<file path="src/rtl/datapath_accumulator_if.sv">
// datapath_accumulator_if
// Bundles the beat-input and result-output handshakes of the datapath
// accumulator so the block and its neighbours connect through one port.
//   master : upstream/consumer side (drives beats and out_ready)
//   slave  : the accumulator itself
// Signals:
//   in_valid, in_ready, in_y[N], in_co, len[CNT_W], relu_en  - beat input
//   out_valid, out_ready, out_y[N], out_sat, out_co         - result output
interface datapath_accumulator_if #(
  parameter int N     = 16,
  parameter int CNT_W = 8
);
  logic             in_valid;
  logic             in_ready;
  logic [N-1:0]     in_y;
  logic             in_co;
  logic [CNT_W-1:0] len;
  logic             relu_en;
  logic             out_valid;
  logic             out_ready;
  logic [N-1:0]     out_y;
  logic             out_sat;
  logic             out_co;

  modport master (
    output in_valid, in_y, in_co, len, relu_en, out_ready,
    input  in_ready, out_valid, out_y, out_sat, out_co
  );

  modport slave (
    input  in_valid, in_y, in_co, len, relu_en, out_ready,
    output in_ready, out_valid, out_y, out_sat, out_co
  );
endinterface

</file>
<file path="src/rtl/datapath_accumulator.sv">
// datapath_accumulator
// Accumulates a programmable number of signed datapath results into a wide
// signed register, then saturates the sum to N bits, optionally applies ReLU,
// and holds the result on a registered valid/ready output until taken.
// Ports:
//   clk   - rising-edge clock
//   rst_n - asynchronous active-low reset
//   bus   - datapath_accumulator_if.slave (beat input and result output)
module datapath_accumulator #(
  parameter int N     = 16,
  parameter int CNT_W = 8,
  parameter int ACC_W = 24
) (
  input logic                   clk,
  input logic                   rst_n,
  datapath_accumulator_if.slave bus
);

  typedef enum logic [1:0] {IDLE, ACC, OUT} state_t;

  localparam int MAX_I = (1 << (N - 1)) - 1;
  localparam logic signed [ACC_W-1:0] SAT_MAX = ACC_W'(MAX_I);
  localparam logic signed [ACC_W-1:0] SAT_MIN = -SAT_MAX - ACC_W'(1);

  state_t                   state, state_next;
  logic signed [ACC_W-1:0]  acc;
  logic [CNT_W-1:0]         cnt;
  logic [CNT_W-1:0]         len_q;
  logic                     relu_q;
  logic                     co_q;
  logic [N-1:0]             out_y_q;
  logic                     out_sat_q;
  logic                     out_co_q;

  logic                     accept;
  logic [CNT_W-1:0]         eff_len;
  logic signed [ACC_W-1:0]  y_ext;
  logic signed [ACC_W-1:0]  sum_next;
  logic                     co_next;
  logic                     relu_sel;
  logic                     last_beat;
  logic                     sat_hi, sat_lo;
  logic [N-1:0]             res_y;

  // in_ready depends only on the registered state, never on in_valid/out_ready
  assign bus.in_ready  = (state != OUT);
  assign bus.out_valid = (state == OUT);
  assign bus.out_y     = out_y_q;
  assign bus.out_sat   = out_sat_q;
  assign bus.out_co    = out_co_q;

  // The first beat of a sum loads rather than adds, and takes len/relu_en
  // straight from the bus because they have not been latched yet.
  always_comb begin
    accept    = bus.in_valid && bus.in_ready;
    eff_len   = (bus.len == '0) ? CNT_W'(1) : bus.len;
    y_ext     = {{(ACC_W - N){bus.in_y[N-1]}}, bus.in_y};
    sum_next  = acc + y_ext;
    co_next   = co_q | bus.in_co;
    relu_sel  = relu_q;
    last_beat = ((cnt + CNT_W'(1)) == len_q);
    if (state == IDLE) begin
      sum_next  = y_ext;
      co_next   = bus.in_co;
      relu_sel  = bus.relu_en;
      last_beat = (eff_len == CNT_W'(1));
    end

    sat_hi = (sum_next > SAT_MAX);
    sat_lo = (sum_next < SAT_MIN);
    res_y  = sum_next[N-1:0];
    if (sat_hi) res_y = {1'b0, {(N - 1){1'b1}}};
    if (sat_lo) res_y = {1'b1, {(N - 1){1'b0}}};
    // ReLU is applied after the clamp, so out_sat still reports the clamp
    if (relu_sel && res_y[N-1]) res_y = '0;
  end

  // Next-state decode
  always_comb begin
    state_next = state;
    case (state)
      IDLE:    if (accept) state_next = last_beat ? OUT : ACC;
      ACC:     if (accept && last_beat) state_next = OUT;
      OUT:     if (bus.out_ready) state_next = IDLE;
      default: state_next = IDLE;
    endcase
  end

  always_ff @(posedge clk or negedge rst_n) begin
    if (!rst_n) state <= IDLE;
    else        state <= state_next;
  end

  // Accumulator, term counter, sticky carry flag and the registered result.
  // The result fields are only written on the beat that completes a sum, so
  // they stay frozen for the whole OUT state.
  always_ff @(posedge clk or negedge rst_n) begin
    if (!rst_n) begin
      acc       <= '0;
      cnt       <= '0;
      len_q     <= '0;
      relu_q    <= 1'b0;
      co_q      <= 1'b0;
      out_y_q   <= '0;
      out_sat_q <= 1'b0;
      out_co_q  <= 1'b0;
    end else if (accept) begin
      acc  <= sum_next;
      co_q <= co_next;
      if (state == IDLE) begin
        cnt    <= CNT_W'(1);
        len_q  <= eff_len;
        relu_q <= bus.relu_en;
      end else begin
        cnt <= cnt + CNT_W'(1);
      end
      if (last_beat) begin
        out_y_q   <= res_y;
        out_sat_q <= sat_hi || sat_lo;
        out_co_q  <= co_next;
      end
    end else if (state == OUT && bus.out_ready) begin
      acc  <= '0;
      cnt  <= '0;
      co_q <= 1'b0;
    end
  end

endmodule
</file>
<file path="src/flat_wrapper.sv">
// flat-port wrapper written by rule: the top's interface ports become plain ports
module datapath_accumulator_flat 
#(
  parameter int N     = 16,
  parameter int CNT_W = 8,
  parameter int ACC_W = 24
)
  (clk, rst_n, bus_in_valid, bus_in_y, bus_in_co, bus_len, bus_relu_en, bus_out_ready, bus_in_ready, bus_out_valid, bus_out_y, bus_out_sat, bus_out_co);
  datapath_accumulator_if #(.N(N), .CNT_W(CNT_W)) bus_i ();
  input logic clk;
  input logic rst_n;
  input wire logic [$bits(bus_i.in_valid)-1:0] bus_in_valid;
  input wire logic [$bits(bus_i.in_y)-1:0] bus_in_y;
  input wire logic [$bits(bus_i.in_co)-1:0] bus_in_co;
  input wire logic [$bits(bus_i.len)-1:0] bus_len;
  input wire logic [$bits(bus_i.relu_en)-1:0] bus_relu_en;
  input wire logic [$bits(bus_i.out_ready)-1:0] bus_out_ready;
  output wire logic [$bits(bus_i.in_ready)-1:0] bus_in_ready;
  output wire logic [$bits(bus_i.out_valid)-1:0] bus_out_valid;
  output wire logic [$bits(bus_i.out_y)-1:0] bus_out_y;
  output wire logic [$bits(bus_i.out_sat)-1:0] bus_out_sat;
  output wire logic [$bits(bus_i.out_co)-1:0] bus_out_co;
  assign bus_i.in_valid = bus_in_valid;
  assign bus_i.in_y = bus_in_y;
  assign bus_i.in_co = bus_in_co;
  assign bus_i.len = bus_len;
  assign bus_i.relu_en = bus_relu_en;
  assign bus_i.out_ready = bus_out_ready;
  assign bus_in_ready = bus_i.in_ready;
  assign bus_out_valid = bus_i.out_valid;
  assign bus_out_y = bus_i.out_y;
  assign bus_out_sat = bus_i.out_sat;
  assign bus_out_co = bus_i.out_co;
  datapath_accumulator #(.N(N), .CNT_W(CNT_W), .ACC_W(ACC_W)) u_core (.clk(clk), .rst_n(rst_n), .bus(bus_i));
endmodule
</file>
<file path="config.mk">
export PLATFORM = sky130hd
export DESIGN_NAME = datapath_accumulator_flat
export DESIGN_NICKNAME = d
export VERILOG_FILES = /design/src/rtl/datapath_accumulator_if.sv /design/src/rtl/datapath_accumulator.sv /design/src/flat_wrapper.sv
export SDC_FILE = /design/constraint.sdc
export NUM_CORES = 1
export LEC_CHECK = 0
export CAP_MARGIN = 10
export CELL_PAD_IN_SITES_DETAIL_PLACEMENT = 1
export CELL_PAD_IN_SITES_GLOBAL_PLACEMENT = 2
export CORE_MARGIN = 2
export CORE_UTILIZATION = 38
export DETAILED_ROUTE_END_ITERATION = 8
export PLACE_DENSITY = 0.88
export SETUP_SLACK_MARGIN = 0.3
export SLEW_MARGIN = 20
export SYNTH_ARGS = -nofsm -noshare
export SYNTH_HDL_FRONTEND = slang
export SYNTH_SLANG_ARGS = --single-unit
</file>
<file path="constraint.sdc">
create_clock -name clk -period 5.6 [get_ports clk]
set_input_delay 1.12 -clock clk [delete_from_list [all_inputs] [get_ports clk]]
set_output_delay 1.12 -clock clk [all_outputs]
set_load 0.005 [all_outputs]
</file>
Yosys cells after proc, flatten, opt, wreduce, memory -nomap -nowiden --
Index checks and enable logic that the tools add are counted.
Cells by class: add/subtract/negate cells 2, $mul 0, divide/modulo/power cells 0, magnitude comparators 2, equal/unequal tests 8, shifts and indexed selects 0, muxes and demuxes 20, bitwise gates (word level) 1, reductions and logical operators 11
Operators by type and width (number):
- $mux 24 | 3
- $mux 16 | 3
- $mux 8 | 4
- $add 24x16->24 | 1
- $gt 24x16->1 const B | 1
- $lt 24x16->1 const B | 1
- $add 8x1->8 const B | 1
- $eq 8x1->1 const B | 1
- $eq 8x8->1 | 1
- $logic_not 8->1 | 1
- $mux 2 | 4
- $pmux 2 s3 | 1
- $mux 1 | 5
- $logic_and 1x1->1 | 4
- $ne 2x1->1 const B | 2
- $ne 2x2->1 const B | 2
- $reduce_and 2->1 | 2
- $reduce_and 3->1 | 1
- $eq 2x1->1 const B | 1
- $eq 2x2->1 const B | 1
- $logic_not 2->1 | 1
- $reduce_bool 2->1 | 1
- $logic_or 1x1->1 | 1
- $or 1x1->1 | 1
Storage, ports and cells: bits in registers 62, latch bits 0, bits in writable memories 0, memory bits (read-only) 0, bits of input ports 30, output and inout bits 20, memories 0

Logic depth before layout (Yosys ltp) --
depth in word-level cells 7, mapped depth 12

Worst setup path after synthesis --
No wires, ideal clock.
kind input port to flip-flop, start input bus_in_y[0], end register u_core.out_y_q[0] (netlist: u_core.bus.out_y[0]), library setup time 0.120 ns, data arrival time 3.912 ns, data required time 5.480 ns, path slack 1.568 ns, stages on the path 12, buffers on the path 1, cell sequence ha_1 fa_1 a211oi_2 o211ai_1 a32o_1 a31o_1 a211o_1 nand3b_1 a2111o_1 and2_1 buf_4 a2bb2oi_2
On the way: word-level cells in the longest chain between the ends 7, elaborated cells between the ends (all ways) 8
RTL lines:
- start: declaration | line flat_wrapper.sv:13 | input wire logic [$bits(bus_i.in_y)-1:0] bus_in_y;
- $add 24x16->24 | line datapath_accumulator.sv:58 | sum_next = acc + y_ext;
- $mux 24 (*) | line datapath_accumulator.sv:62 | if (state == IDLE) begin
- $gt 24x16->1 | line datapath_accumulator.sv:69 | sat_hi = (sum_next > SAT_MAX);
- $mux 16 | line datapath_accumulator.sv:72 | if (sat_hi) res_y = {1'b0, {(N - 1){1'b1}}};
- $mux 16 (*) | line datapath_accumulator.sv:73 | if (sat_lo) res_y = {1'b1, {(N - 1){1'b0}}};
- $logic_and 1x1->1 | line datapath_accumulator.sv:75 | if (relu_sel && res_y[N-1]) res_y = '0;
- $mux 16 (*) | line datapath_accumulator.sv:75
- end signal: assignment | line datapath_accumulator.sv:118 | out_y_q <= res_y;
- end: declaration | line datapath_accumulator.sv:31 | logic [N-1:0] out_y_q;
Mark *: on every way between the ends. The rest lies on a longest branch, timed or not. A chain may end at the register's enable or synchronous reset.

Final worst setup path --
start input bus_in_y[0], end register u_core.out_y_q[2] (netlist: u_core.bus.out_y[2])
The elaborated chain is that of the path after synthesis.

==> qor.txt <==
Post-synth EDFFs - 0
1st-pass router iterations - 4
Placed Area - 5050 sq um
Tmin final - 4.62 ns
Crit Path Max Fanout - 10
Setup crit start kind - input pin
Residual DRC - 0
share of layout cells above drive strength 1 - 8.78%
Antenna diodes - 0
critical-path cell list - clkdlybuf4s50_1 > ha_1 > fa_1 > a211oi_2 > o21ai_1 > and4_1 > o31ai_1 > mux2i_1 > o2111ai_1 > a2111o_1 > and2_1 > a2bb2oi_2
yosys warns - 0
Seq cells post-synth - 62
DR vias - 4025
DRT antenna net count - 0
Worst Skew - 0.00733 ns
PostCTS Resize Cnt - 0
Max IR drop VDD - 0.297 mV
vias in the first global route - 4327
gpl congestion - 0.907
pwr dens - 598 nW/um^2
fin worst setup slack - 0.983 ns
# IOs - 50
CTS tree - built
Post-Route Utilization - 47.2%
Die Height - 112 um
worst hold path class - flip-flop to flip-flop
Post-Syn Instances - 513
Sink Count - 62
grt ovf - 0
sequential power share - 22.7%
synthesized cell area - 4460 sq um
P_int - 1.81 mW
site row count - 39
Setup WS pre-CTS - 0.652 ns
Worst setup EP type - flip-flop
GRT Total Usage - 22.1%
H-tree depth - 3
fin area - 5400 sq um
buffer count from post-CTS setup fixing - 0
PortBufs - 49
worst path arrival time - 4.83 ns
Routed Wire Length - 13.3 mm
Sw Share - 43.8%
largest net degree at the start of global routing - 63
Worst-Margin Slew - 0.831 ns
slowest cell on the critical path - fa_1
final number of setup-violating endpoints - 0
CTS clk-pin slew, worst paths - 0.06 ns
RSZ-0062 raised after global routing - no
hpwl dp - 9.91 mm
# Max-Cap Violations - 0
Psw - 1.41 mW
final critical-path share of the clock period - 82.5%
Yosys cell types - 64
Mapped Avg Cell Area - 8.69 sq um
P_leak - 2.37 nW
vias per cell - 5.74
clock network fraction of total power - 20.5%
CP Class - input pin to flip-flop
Slew headroom - 44.6%
power share of the combinational group - 56.8%
final net count - 608
Primary FF master, synth - dfrtp_1
initial antenna violation count - 0
GRT Max-Usage Layer - met2
die width - 112 um
ys async rst share - 100%
FILL cells - 1336
grt met1 use - 28.6%
die footprint - 12600 sq um
most frequent cells in the layout - nand2_1, dfrtp_1, o21ai_0
Hold Fails Final Rpt - 0
Bufs on Longest Clock Path - 2
Mapped Nets - 568
hold_buf cts - 0
Layout Area Growth over Synthesis - 21.0%
cts bufs inserted - 9
Initial Util - 39.0%
Total Power - 3.22 mW
CTS Root Cell - clkbuf_16
status - complete, no violations
wire per inst - 19.0 um
CP Data Required Time - 5.81 ns
sequential fraction of the synthesis area - 34.8%
Initial DRC Count - 192
Setup TNS Final - 0 ns
commonest non-fill, non-tap cell in the layout - nand2_1
GR Util met2 - 38.0%
Clk Latency, worst-skew pair - 0.34 ns
Achievable Freq - 217 MHz
Slew Limit Fails - 0
first-pass GRT wire length - 22.3 mm
met3 usage - 3.94%
Core ar. - 11400 sq um
CP peak stage delay - 0.45 ns
## metal layers
layer  routed length, um  up-vias  part of all wire, %
met5                   0        -                    0
met4                 213        0                  1.6
met3                 312       17                  2.3
met2                6570       47                   49
met1                6240     2009                   47
li1                    -     1952                    -
## worst max-delay path: cells and delay by family
kind                       cells  cell delay, ns
muxes                          1            0.35
adders and majority gates      2            0.70
AOI/OAI and AO/OA              6            1.54
and+or+nand+nor                2            0.68
buffers and inverters          1            0.43
## power groups by stage
stage | Sequential (mW) | Combinational (mW) | Clock [mW]
2_1_floorplan | 0.692 | 1.36 | 0
3_3_place_gp | 0.729 | 1.77 | 0
3_5_place_dp | 0.739 | 1.82 | 0
4_1_cts | 0.731 | 1.83 | 0.669
5_1_grt | 0.751 | 2.04 | 0.686
6_report | 0.731 | 1.83 | 0.661
## final timing paths
kind	cells after the start	slack [ns]	end	start
worst max-delay path	12	0.98	u_core.bus.out_y[2]$_DFFE_PN0P_	bus_in_y[0]
max in group asynchronous	2	4.09	u_core.bus.out_y[13]$_DFFE_PN0P_	rst_n
worst min register to register	2	0.48	u_core.bus.out_co$_DFFE_PN0P_	u_core.bus.out_co$_DFFE_PN0P_
min in group asynchronous	2	0.96	u_core.bus.out_y[1]$_DFFE_PN0P_	rst_n
worst max register to register	11	1.84	u_core.bus.out_y[2]$_DFFE_PN0P_	u_core.acc[0]$_DFFE_PN0P_
worst min-delay path	2	0.48	u_core.bus.out_co$_DFFE_PN0P_	u_core.bus.out_co$_DFFE_PN0P_
## through the flow
step | instances | hold slack [ns]
after floorplan | 513 | 0.453
after global placement | 685 | 0.468
after detailed placement | 685 | 0.476
after CTS | 701 | 0.489
after global routing | 701 | 0.521
final | 701 | 0.483
## cells in the mapped netlist, types with 2 or more instances
master | count | area share (%)
a211o_1 | 2 | 0.39
a211oi_1 | 4 | 0.67
a21boi_0 | 3 | 0.51
a21o_1 | 13 | 2.2
a21oi_1 | 36 | 4.0
a221oi_1 | 2 | 0.39
a22o_1 | 3 | 0.59
a2bb2oi_2 | 10 | 3.4
a311oi_1 | 2 | 0.39
a31oi_1 | 3 | 0.42
and2_1 | 10 | 1.4
and3_1 | 7 | 0.98
and4_1 | 3 | 0.59
buf_1 | 2 | 0.17
buf_4 | 2 | 0.34
clkbuf_1 | 18 | 1.5
dfrtp_1 | 62 | 35
ha_1 | 24 | 6.7
inv_1 | 6 | 0.51
mux2_2 | 8 | 2.0
mux2i_1 | 9 | 2.0
nand2_1 | 95 | 8.0
nand2b_1 | 4 | 0.56
nand3_1 | 7 | 0.79
nand3b_1 | 2 | 0.34
nand4_1 | 4 | 0.56
nor2_1 | 25 | 2.1
nor2b_1 | 4 | 0.56
nor3_1 | 5 | 0.56
nor3b_1 | 3 | 0.51
o2111ai_1 | 2 | 0.39
o211ai_1 | 4 | 0.67
o21a_1 | 4 | 0.67
o21ai_0 | 57 | 6.4
o21ai_1 | 3 | 0.34
o21bai_1 | 3 | 0.51
o31ai_1 | 4 | 0.67
o41ai_1 | 2 | 0.39
or3_1 | 4 | 0.56
or4_1 | 3 | 0.51
xnor2_1 | 15 | 2.9
xor2_1 | 12 | 2.4
## area by class of cell
cell class | instances | area (sq um) | share of cell area [%]
clock inverter | 7 | 120 | 2.23
multi-input combinational | 421 | 2780 | 51.6
inverter | 6 | 22.5 | 0.417
timing repair buffer | 53 | 515 | 9.55
sequential | 62 | 1550 | 28.8
tap | 143 | 179 | 3.32
clock buffer | 9 | 225 | 4.17
## flip-flops by register name, summed over array words and instances (netlist names)
| register | count |
|---|---|
| u_core.acc | 24 |
| u_core.state | 2 |
| u_core.relu_q | 1 |
| u_core.bus.out_co | 1 |
| u_core.bus.out_sat | 1 |
| u_core.cnt | 8 |
| u_core.co_q | 1 |
| u_core.bus.out_y | 16 |
| u_core.len_q | 8 |
## cell families (layout without fill, tap and decap cells)
logic type               Yosys count  after routing  synth area share, %
multiplexers                      17             17                 4.04
AO/OA/AOI/OAI                    170            170                 26.6
buffers and inverters             30             75                 2.89
flip-flops                        62             62                 34.8
adder cells (fa/ha/maj)           25             25                 7.19
XOR/XNOR                          27             27                 5.30
AND/OR/NAND/NOR                  182            182                 19.2
No activity file was read; power rests on OpenSTA's default activity.
